--- config.mk ---
export PLATFORM = sky130hd
export DESIGN_NAME = mem_lsu_axi
export DESIGN_NICKNAME = d
export VERILOG_FILES = /design/src/rtl/mem_lsu_axi.sv
export SDC_FILE = /design/constraint.sdc
export NUM_CORES = 1
export LEC_CHECK = 0
export CAP_MARGIN = 20
export CORE_AREA = 2 2 126 128
export DETAILED_ROUTE_END_ITERATION = 8
export DIE_AREA = 0 0 128 130
export PLACE_DENSITY = 0.88
export RECOVER_POWER = 50
export SETUP_SLACK_MARGIN = 0.02
export SYNTH_ARGS = -nofsm -noshare
export SYNTH_HDL_FRONTEND = slang
export SYNTH_SLANG_ARGS = --single-unit
--- constraint.sdc ---
create_clock -name clock -period 2.5 [get_ports clock]
set_input_delay 0.5 -clock clock [delete_from_list [all_inputs] [get_ports clock]]
set_output_delay 0.5 -clock clock [all_outputs]
set_load 0.005 [all_outputs]
--- src/rtl/mem_lsu_axi.sv ---
// mem_lsu_axi: single-outstanding load/store/fetch unit for an AXI4-Lite master.
// Aligns store lanes, extends load data and reports misalignment and bus errors.
module mem_lsu_axi #(
    parameter int DATA_W = 32,
    parameter int ADDR_W = 32
) (
    input  logic                clock,
    input  logic                resetn,
    input  logic                req_valid,
    output logic                req_ready,
    input  logic [1:0]          req_op,
    input  logic [1:0]          req_size,
    input  logic                req_signed,
    input  logic [ADDR_W-1:0]   req_addr,
    input  logic [DATA_W-1:0]   req_wdata,
    output logic                rsp_valid,
    input  logic                rsp_ready,
    output logic [DATA_W-1:0]   rsp_data,
    output logic [1:0]          rsp_err,
    output logic                rsp_fetch,
    output logic                busy,
    output logic                awvalid,
    input  logic                awready,
    output logic [ADDR_W-1:0]   awaddr,
    output logic [2:0]          awprot,
    output logic                wvalid,
    input  logic                wready,
    output logic [DATA_W-1:0]   wdata,
    output logic [DATA_W/8-1:0] wstrb,
    input  logic                bvalid,
    output logic                bready,
    input  logic [1:0]          bresp,
    output logic                arvalid,
    input  logic                arready,
    output logic [ADDR_W-1:0]   araddr,
    output logic [2:0]          arprot,
    input  logic                rvalid,
    output logic                rready,
    input  logic [DATA_W-1:0]   rdata,
    input  logic [1:0]          rresp
);
    localparam int STRB_W = DATA_W / 8;
    localparam int OFF = $clog2(STRB_W);
    localparam logic [ADDR_W-1:0] AMASK = ~ADDR_W'(STRB_W - 1);

    typedef enum logic [2:0] {IDLE, WADDR, WRESP, RADDR, RDATA, RESP} state_t;
    state_t state, state_nx;

    logic [OFF-1:0]    lane_q;
    logic [1:0]        size_q;
    logic              sgn_q;
    logic              aw_done, w_done;

    logic              accept, is_store, is_fetch, misaligned;
    logic [1:0]        eff_size;
    logic [OFF-1:0]    lane;
    logic [STRB_W-1:0] strb_base;
    logic              aw_hs, w_hs, b_hs, ar_hs, r_hs;
    logic [DATA_W-1:0] sh, ld_mask, ld_val;
    logic              ld_neg;

    assign accept   = req_valid && req_ready;
    assign is_store = (req_op == 2'b00);
    assign is_fetch = req_op[1];
    assign eff_size = is_fetch ? 2'b10 : req_size;
    assign lane     = req_addr[OFF-1:0];
    assign aw_hs    = awvalid && awready;
    assign w_hs     = wvalid && wready;
    assign b_hs     = bvalid && bready;
    assign ar_hs    = arvalid && arready;
    assign r_hs     = rvalid && rready;
    assign busy     = (state != IDLE);

    // alignment check and base byte-enable pattern for the request size
    always_comb begin
        misaligned = 1'b0;
        strb_base  = '0;
        unique case (eff_size)
            2'b00: strb_base = STRB_W'(8'h01);
            2'b01: begin
                misaligned = req_addr[0];
                strb_base  = STRB_W'(8'h03);
            end
            2'b10: begin
                misaligned = (req_addr[1:0] != 2'b00);
                strb_base  = STRB_W'(8'h0F);
            end
            2'b11: begin
                misaligned = (DATA_W == 32) || (req_addr[2:0] != 3'b000);
                strb_base  = STRB_W'(8'hFF);
            end
        endcase
    end

    // shift the read beat down to the lane, then truncate and extend
    always_comb begin
        sh      = rdata >> {lane_q, 3'b000};
        ld_mask = '1;
        ld_neg  = sh[DATA_W-1];
        unique case (size_q)
            2'b00: begin ld_mask = DATA_W'(8'hFF);        ld_neg = sh[7];  end
            2'b01: begin ld_mask = DATA_W'(16'hFFFF);     ld_neg = sh[15]; end
            2'b10: begin ld_mask = DATA_W'(32'hFFFF_FFFF); ld_neg = sh[31]; end
            2'b11: begin ld_mask = '1; ld_neg = sh[DATA_W-1]; end
        endcase
        ld_val = (sh & ld_mask) | ({DATA_W{sgn_q && ld_neg}} & ~ld_mask);
    end

    // state register
    always_ff @(posedge clock) begin
        if (!resetn) state <= IDLE;
        else         state <= state_nx;
    end

    // next-state logic
    always_comb begin
        state_nx = state;
        unique case (state)
            IDLE: if (accept) begin
                if (misaligned)    state_nx = RESP;
                else if (is_store) state_nx = WADDR;
                else               state_nx = RADDR;
            end
            WADDR: if ((aw_done || aw_hs) && (w_done || w_hs))
                state_nx = (aw_hs && w_hs && bvalid) ? RESP : WRESP;
            WRESP: if (bvalid) state_nx = RESP;
            RADDR: if (ar_hs) state_nx = rvalid ? RESP : RDATA;
            RDATA: if (rvalid) state_nx = RESP;
            RESP:  if (rsp_ready) state_nx = IDLE;
            default: state_nx = IDLE;
        endcase
    end

    // combinational ready outputs decoded from state
    always_comb begin
        req_ready = resetn && (state == IDLE);
        bready    = (state == WRESP) || ((state == WADDR) && aw_hs && w_hs);
        rready    = (state == RADDR) || (state == RDATA);
    end

    // registered channel valids, payloads and response fields
    always_ff @(posedge clock) begin
        if (!resetn) begin
            awvalid   <= 1'b0;
            wvalid    <= 1'b0;
            arvalid   <= 1'b0;
            awaddr    <= '0;
            awprot    <= 3'b000;
            wdata     <= '0;
            wstrb     <= '0;
            araddr    <= '0;
            arprot    <= 3'b000;
            rsp_valid <= 1'b0;
            rsp_data  <= '0;
            rsp_err   <= 2'b00;
            rsp_fetch <= 1'b0;
            lane_q    <= '0;
            size_q    <= 2'b00;
            sgn_q     <= 1'b0;
            aw_done   <= 1'b0;
            w_done    <= 1'b0;
        end else begin
            rsp_valid <= (state_nx == RESP);
            if (accept) begin
                lane_q    <= lane;
                size_q    <= eff_size;
                sgn_q     <= req_signed && !is_fetch;
                rsp_fetch <= is_fetch;
                rsp_err   <= misaligned ? 2'b01 : 2'b00;
                rsp_data  <= '0;
                aw_done   <= 1'b0;
                w_done    <= 1'b0;
                if (!misaligned && is_store) begin
                    awvalid <= 1'b1;
                    wvalid  <= 1'b1;
                    awaddr  <= req_addr & AMASK;
                    awprot  <= 3'b000;
                    wdata   <= req_wdata << {lane, 3'b000};
                    wstrb   <= strb_base << lane;
                end
                if (!misaligned && !is_store) begin
                    arvalid <= 1'b1;
                    araddr  <= req_addr & AMASK;
                    arprot  <= is_fetch ? 3'b100 : 3'b000;
                end
            end
            if (aw_hs) begin
                awvalid <= 1'b0;
                aw_done <= 1'b1;
            end
            if (w_hs) begin
                wvalid <= 1'b0;
                w_done <= 1'b1;
            end
            if (ar_hs) arvalid <= 1'b0;
            if (b_hs) rsp_err <= bresp[1] ? 2'b10 : 2'b00;
            if (r_hs) begin
                rsp_err  <= rresp[1] ? 2'b10 : 2'b00;
                rsp_data <= rresp[1] ? '0 : ld_val;
            end
        end
    end
endmodule

==> results.txt, run 1 <==
* Run status: complete, no violations
* Share of synthesized flip-flops with an asynchronous set or reset: 0%
- Post-synthesis simple-gate area fraction: between 20% and 30%
- Clock skew on the completed layout was measured at 0.0135 ns.
* Floorplan Core Area: about 15,000 um^2
- In this run, placement finished with an instance count of ~1,200.
- After detailed routing, the total wire length is ~20,000 um.
* Number of warning messages in the yosys log: 0
* Adder and majority gate portion of the synthesized area: 0%
* Number of antenna cells inserted: 0
- Cell area after placement: roughly 9200 um^2
* Flip-flop and latch count after synthesis: around 150
- Routability congestion estimate: roughly 0.89
- Fillers: 1,235
- Summing every instance area after synthesis gives approximately 6400 um^2.
- Number of DRC violations after detailed routing: 0
- For the pin with the worst max-slew slack, the measured transition is 0.994 ns.
* Leakage power: between 4 and 5 nW
- Summed over all nets, the half-perimeter wirelength after detailed placement is about 15,000 um.
- Final setup violation count: 0
* Cell with the largest stage delay on the worst path: sky130_fd_sc_hd__clkdlybuf4s50_1
- Global routing finished with a remaining overflow of 0.
- The final-report hold violation count came to 0.
- Fraction of the cycle the final worst path needs: between 90% and 100%
* Count of nets after finishing: 1,110
* Multiplexer share of the synthesized area: just under 8%
* CTS H-tree depth: 4
- Buffer cell driving the clock tree root: sky130_fd_sc_hd__clkbuf_16
- Global routing used roughly a quarter of the available tracks across all layers.
- Via count: roughly 6,500
- DRT antenna net count: 0
- Max-capacitance violation count: 0
- The most used flip-flop cell after synthesis is sky130_fd_sc_hd__dfxtp_1.
- CP Class: in -> out
- Library cell occupying the most area in the post-synthesis netlist: sky130_fd_sc_hd__dfxtp_1
- Die span in y: about 130 um
- Summing the areas of all compound-gate instances in the mapped netlist gives around 17% of the synthesized area.
- Depth of the most critical reg-to-reg path: 7
- Static timing analysis puts the maximum clock frequency at about 0.41 GHz.
- Syn avg cell area: approximately 8.5 um^2
* Startpoint type of the worst setup path: primary input
- The netlist uses 54 different library cells.
- Top-Level Pins: roughly 260
- Clock input transition at the sequential cells of the worst setup and hold paths: ~0.060 ns
* Unrepaired setup endpoints after global routing: false
- Summing the sequential cell areas from Yosys gives 45.3% of the chip area.
- The cell count after synthesis came out at 758.
* Hold path startpoint: resetn
- # port buffers: between 200 and 300
- Final worst-path setup slack: between 0.08 and 0.09 ns
- Sorting the synthesized cells by area gives the leading types as sky130_fd_sc_hd__dfxtp_1 45%, sky130_fd_sc_hd__nand2_1 8.5%, sky130_fd_sc_hd__nand3_1 8.4%.
- Number of buffers between clock root and the deepest sink: 2
* Critical path's largest stage delay: slightly above 0.5 ns
- Entering global routing, the biggest net connects 104 pins.
- Relative to the synthesized area, the layout overhead comes to 51.5%.
- Path type of the worst min-delay path: in -> reg
- Buffers inserted during clock tree synthesis total 17.
* Pins Over Slew Limit: 0
- Crit-path max FO: 3
* Reg2reg start: state[1]
* Peak supply drop: about 500 uV
* Floorplan die area: about 17,000 um^2
- In the routed layout, each cell is associated on average with a via count of roughly 5.4.
- Once layout is done, the placed cells without fillers occupy 9760 um^2.
- The critical path starts at wready.
- In this run the power density over the cells is roughly 590 nW/um^2.
- Critical path required time: around 2 ns
- After floorplanning, the core was divided into between 40 and 50 placement rows.
- TritonCTS built the clock tree.
- The floorplan step set the die width to 128 um.
- Data on the critical path arrives at its endpoint at around 1.9 ns.
- Via count of the first global-routing pass: roughly 6,200
- Dividing the detail-routed wire length by the instance count gives between 15 and 20 um.
* Cell count of the worst hold path: 2
- Once layout is complete, the cells apart from fillers number about 1,200.
- The tightest hold path in the finished design has a slack of about 0.36 ns.
- Detailed Route Iter0 Violations: ~370
- Clk_lat worst skew: 0.42 ns
- Headroom to the max-slew limit came out at between 30% and 40%.
* Total clock sinks: 146
- By area, the combinational part of the netlist is dominated by simple AND/OR/NAND/NOR gates.
- Cells with a size suffix above 1 make up approximately 8.6% of the layout.
- Initial core utilization: about two fifths
- Xor/xnor share of the synthesized area: 0%
* Fin crit period: about 2.4 ns
- The first global-routing pass estimated 31,800 um of wire.
- Post-route total power: 0.00578 W
- Walking the worst path, the cells encountered are clkdlybuf4s50_1, and4_4, a21oi_1, nor2_1, clkdlybuf4s50_1.
* Antenna violations before repair: 0
- Most frequent cell on the critical path: sky130_fd_sc_hd__clkdlybuf4s50_1
* Number of detailed-routing iterations run before antenna repair: 5
- Summed over its instances, the top area cell type makes up a little under half of the synthesized netlist area.
* Endpoint type of the worst setup path: primary output
* Number of enable flip-flop cells after synthesis: 0
* Worst-case setup slack after placement: -0.0895 ns
[kinds of logic (layout without fill, tap and decap cells)]
kind of cell | after synthesis | after routing
AO/OA/AOI/OAI | 160 | 160
buffers and inverters | 77 | 320
flip-flops | 146 | 146
multiplexers | 49 | 49
other | 1 | 9
AND/OR/NAND/NOR | 325 | 325
[per-layer routing]
metal	global-route usage [%]	vias up	routed length, um
li1	-	3161	-
met1	27.2	2991	7870
met2	41.2	294	9790
met3	11.3	34	2180
met4	8.34	0	462
met5	0	-	0
[synth_stat cells, drive strengths merged (4+ instances only)]
cell	n
inv	4
nor2	19
mux2i	44
a211oi	5
a22o	16
nor2b	16
and3	11
a32oi	7
buf	39
a31o	7
o211a	8
dfxtp	146
mux2	4
o211ai	6
o21ai	64
clkbuf	34
a32o	7
nand3	109
nand2	146
a21oi	17
o31ai	6
[stage by stage]
stage / setup TNS [ns] / utilization [%]
5_1_grt: 0 / 63.3
4_1_cts: 0 / 63.4
6_report: 0 / 63.3
3_3_place_gp: -0.0273 / 59.5
3_5_place_dp: -0.659 / 59.5
2_1_floorplan: 0 / -
[flip-flops by register name, indices dropped and copies added (netlist names), 2 cells and up]
name	cells
state	3
rsp_data	32
size_q	2
rsp_err	2
wdata	32
wstrb	4
lane_q	2
awaddr	30
araddr	30
[cell type report]
type | instances | area [um^2] | share of cell area [%]
multi-input cells | 543 | 3160 | 32.4
flip-flops and latches | 146 | 2920 | 29.9
repair buffers | 284 | 2820 | 28.9
clock buffers | 20 | 457 | 4.68
well taps | 192 | 240 | 2.46
clock inverters | 12 | 145 | 1.49
inverters | 4 | 15.0 | 0.154
[power breakdown]
part	internal (W)	total [W]	switching, W
registers	0.00237	0.00241	0.0000390
clock network	0.00155	0.00260	0.00105
logic	0.000381	0.000769	0.000388
total	0.00430	0.00578	0.00148
[repair_timing]
action / CTS / global route
setup endpoints to repair: 0 / 1
hold buffers: 0 / 0
setup buffers: 0 / 0
gates resized for setup: 0 / 2
[critical path: cells and delay by family]
kind | cells | cell delay (ns)
AOI/OAI and AO/OA | 1 | 0.08
and+or+nand+nor | 2 | 0.33
buffers and inverters | 2 | 1.00
[worst paths after layout]
path                                    to  slack (ns)
worst max register to register  awaddr[13]        0.30
worst min register to register   awaddr[9]        0.44
worst min-delay path              state[1]        0.36
worst max-delay path                bready        0.08
[placed cells by master, fill, tap and decap left out, drive strengths merged, types with 3 or more instances in the layout]
cell / instances
mux2i: 44
a22oi: 3
o31ai: 6
o21ai: 64
a32oi: 7
and4: 3
nand2b: 3
dlygate4sd3: 128
mux2: 4
a31o: 7
buf: 33
nand2: 146
inv: 10
a21oi: 17
and3: 11
clkdlybuf4s50: 121
nor2b: 16
a41o: 3
a211oi: 5
conb: 9
clkbuf: 22
dfxtp: 146
o211a: 8
a22o: 16
nor3: 3
nor2: 19
nand4: 3
a31oi: 3
clkinv: 3
o211ai: 6
nand3b: 3
a32o: 7
nand3: 109
No activity file was read; power rests on OpenSTA's default activity.
==> run 2: changes to the inputs <==
ABC_AREA = 1   (was unset)
PLACE_DENSITY = 0.89   (was 0.88)
==> results.txt, run 2 <==
- Run status: complete, no violations
- Summed over all instances, the cell type with the most area after synthesis is sky130_fd_sc_hd__dfxtp_1.
* Fin crit period: approximately 2.4 ns
- Along the worst path, the maximum fanout reaches 3.
* DRT antenna net count: 0
* Number of buffers added by the clock tree synthesis step: 17
* Area Growth Syn to Fin: 49.9%
- Maximum number of pins on one net before global-route repair: 98
* Utilization of the core after routing: 64.0%
- The worst setup path is of the in -> out kind.
* Share of synthesized flip-flops with an asynchronous set or reset: 0%
- Traced cell by cell, the critical path runs through clkdlybuf4s50_1, nand2_2, nor2_2, nand2_1, nand2_1, clkdlybuf4s50_1.
- Number of buffers between clock root and the deepest sink: 2
- Number of detailed-routing iterations run before antenna repair: 6
- Setup violations remaining at the end of the flow were counted as 0.
- Via count: ~7,300
* Final Hold Fails: 0
* Syn avg cell area: 6.85 um^2
* Clock input transition at the sequential cells of the worst setup and hold paths: 0.07 ns
- First-pass GRT wire length: between 30,000 and 40,000 um
* Synthesized instance count: between 900 and 1,000
- Area contributors post-synth: sky130_fd_sc_hd__dfxtp_1 44%, sky130_fd_sc_hd__nor2_1 11%, sky130_fd_sc_hd__o21ai_0 11%
- The region available for standard cell placement spans approximately 15,000 um^2.
- Floorplan die area: about 17,000 um^2
- CTS tree: done
- Routability congestion estimate: ~0.9
- After detailed routing, the total wire length is 21,400 um.
* Cell with the largest stage delay on the worst path: sky130_fd_sc_hd__clkdlybuf4s50_1
* Flip-flop and latch count after synthesis: around 150
* Startpoint type of the worst setup path: primary input
- Detailed Route Iter0 Violations: 626
- Between clock sinks in the finished design, the worst skew comes to approximately 0.011 ns.
- Top library cells by usage in the layout, fill and taps aside: 193 x sky130_fd_sc_hd__nor2_1, 186 x sky130_fd_sc_hd__nand2_1, 146 x sky130_fd_sc_hd__dfxtp_1
* Count of nets after finishing: roughly 1,300
- Critical path arrival: about 1.9 ns
- Aggregate negative setup slack: 0 ns
* Top cell type's share of synthesized area: 44.4%
- Post-DR wirelength/cell: 15.3 um
- Via count of the first global-routing pass: between 6,000 and 7,000
- Distinct cell type count after synthesis: 29
- Die span in y: between 100 and 150 um
* Unrepaired setup endpoints after global routing: false
- The die is ~130 um wide.
- In this run the clock root is driven by a sky130_fd_sc_hd__clkbuf_16.
- Antenna violations before repair: 1
- Relative max-transition margin: 44.7%
- Power per Cell Area: 600 nW/um^2
- Dpl hpwl: around 15,000 um
- Leading cell type in the layout, fill and taps excluded: sky130_fd_sc_hd__nor2_1
- # port buffers: 251
* Pins Over Slew Limit: 0
- Vias per cell: roughly 5.2
* CTS H-tree depth: 4
* Top-Level Pins: between 200 and 300
- Hold slack: roughly 0.46 ns
* Netlist Area Pre-Place: approximately 6600 um^2
- Path type of the worst min-delay path: reg -> reg
- Worst Tran Pin Value: 0.829 ns
- Endpoint type of the worst setup path: primary output
- Most repeated cell in the gate-level netlist after synthesis: sky130_fd_sc_hd__nor2_1
- For this design, the sink count on the clock tree is approximately 150.
- After layout, the worst path uses 95.7% of the clock period.
- Number of warning messages in the yosys log: 0
- Largest registers ranked by flip-flop count: rsp_data: 32 flops, wdata: 32 flops
- Max-capacitance violation count: 0
- Clk_lat worst skew: ~0.43 ns
- Leakage power: 4.48 nW
- The initial utilization of the core area, before any placement, comes to between 40% and 50%.
- Proportion of synthesized chip area in sequential cells: between 40% and 50%
- Peak supply drop: approximately 500 uV
- Cells with a size suffix above 1 make up roughly 6.4% of the layout.
- Number of DRC violations after detailed routing: 0
- For the worst setup path, the data required time is approximately 2.0 ns.
- Static timing analysis puts the maximum clock frequency at approximately 0.42 GHz.
- Critical path's largest stage delay: ~0.5 ns
- Most numerous cell types in the synthesized netlist: 192 x sky130_fd_sc_hd__nor2_1, 185 x sky130_fd_sc_hd__nand2_1, 146 x sky130_fd_sc_hd__dfxtp_1, 142 x sky130_fd_sc_hd__o21ai_0, 89 x sky130_fd_sc_hd__a21oi_1
- Floorplan row count: 46
- Total grt overflow: 0
- Among all flip-flop cells after synthesis, the most frequent one is sky130_fd_sc_hd__dfxtp_1.
- Number of enable flip-flop cells after synthesis: 0
- Global routing consumed, over all layers together, between 20% and 30% of the routing resources.
-- run 2: cell type report --
class | instances | area [um^2]
Fill cell | 1301 | 5550
Timing Repair Buffer | 283 | 2800
Sequential cell | 146 | 2920
Clock inverter | 15 | 204
Tap cell | 192 | 240
Inverter | 60 | 225
Antenna cell | 1 | 2.50
Multi-Input combinational cell | 690 | 3060
Clock buffer | 17 | 425
-- run 2: path summary, 6_finish.rpt --
check	from	endpoint	slack, ns	cells after the start
max	wready	bready	0.11	6
min	wstrb[0]	wstrb[0]	0.46	2
max reg2reg	state[2]	araddr[4]	0.29	9
min reg2reg	wstrb[0]	wstrb[0]	0.46	2
-- run 2: cell families after synthesis --
family / Yosys count / synth area share [%]
AOI/OAI and AO/OA: 261 / 20.8
buffers and inverters: 134 / 9.36
DFF: 146 / 44.4
other: 1 / 0.0569
and+or+nand+nor: 420 / 25.4
-- run 2: power breakdown --
group          switching [W]  internal, W  total, W
combinational       0.000480     0.000405  0.000885
sequential         0.0000420      0.00239   0.00243
clock                0.00123      0.00137   0.00261
-- run 2: metal layers --
metal  up-vias  part of all wire [%]  track usage (%)
met1      3309                    40             29.7
li1       3574                     -                -
met3        61                   9.6             8.53
met5         -                 0.051                0
met4         2                   3.6             12.4
met2       357                    47             41.9
-- run 2: through the flow --
stage | setup slack [ns] | cells | power [W] | cell area, um^2
after floorplan | 0.842 | 970 | 0.00295 | 6620
after global placement | 0.0565 | 1370 | 0.00337 | 9270
after detailed placement | 0.00929 | 1370 | 0.00338 | 9270
after CTS | 0.0538 | 1402 | 0.00599 | 9900
after global routing | 0.0233 | 1403 | 0.00617 | 9880
final | 0.108 | 1404 | 0.00593 | 9880
-- run 2: worst max-delay path, delay by kind of cell --
family                 cells  cell delay (ns)
buffers and inverters      2             1.00
and+or+nand+nor            4             0.39
-- run 2: repair_timing --
action	CTS	global route
gates resized for setup	1	2
pin swaps	0	1
endpoints found under the setup margin	1	1
hold endpoints to repair	0	0
buffers inserted	0	1
hold buffers	0	0
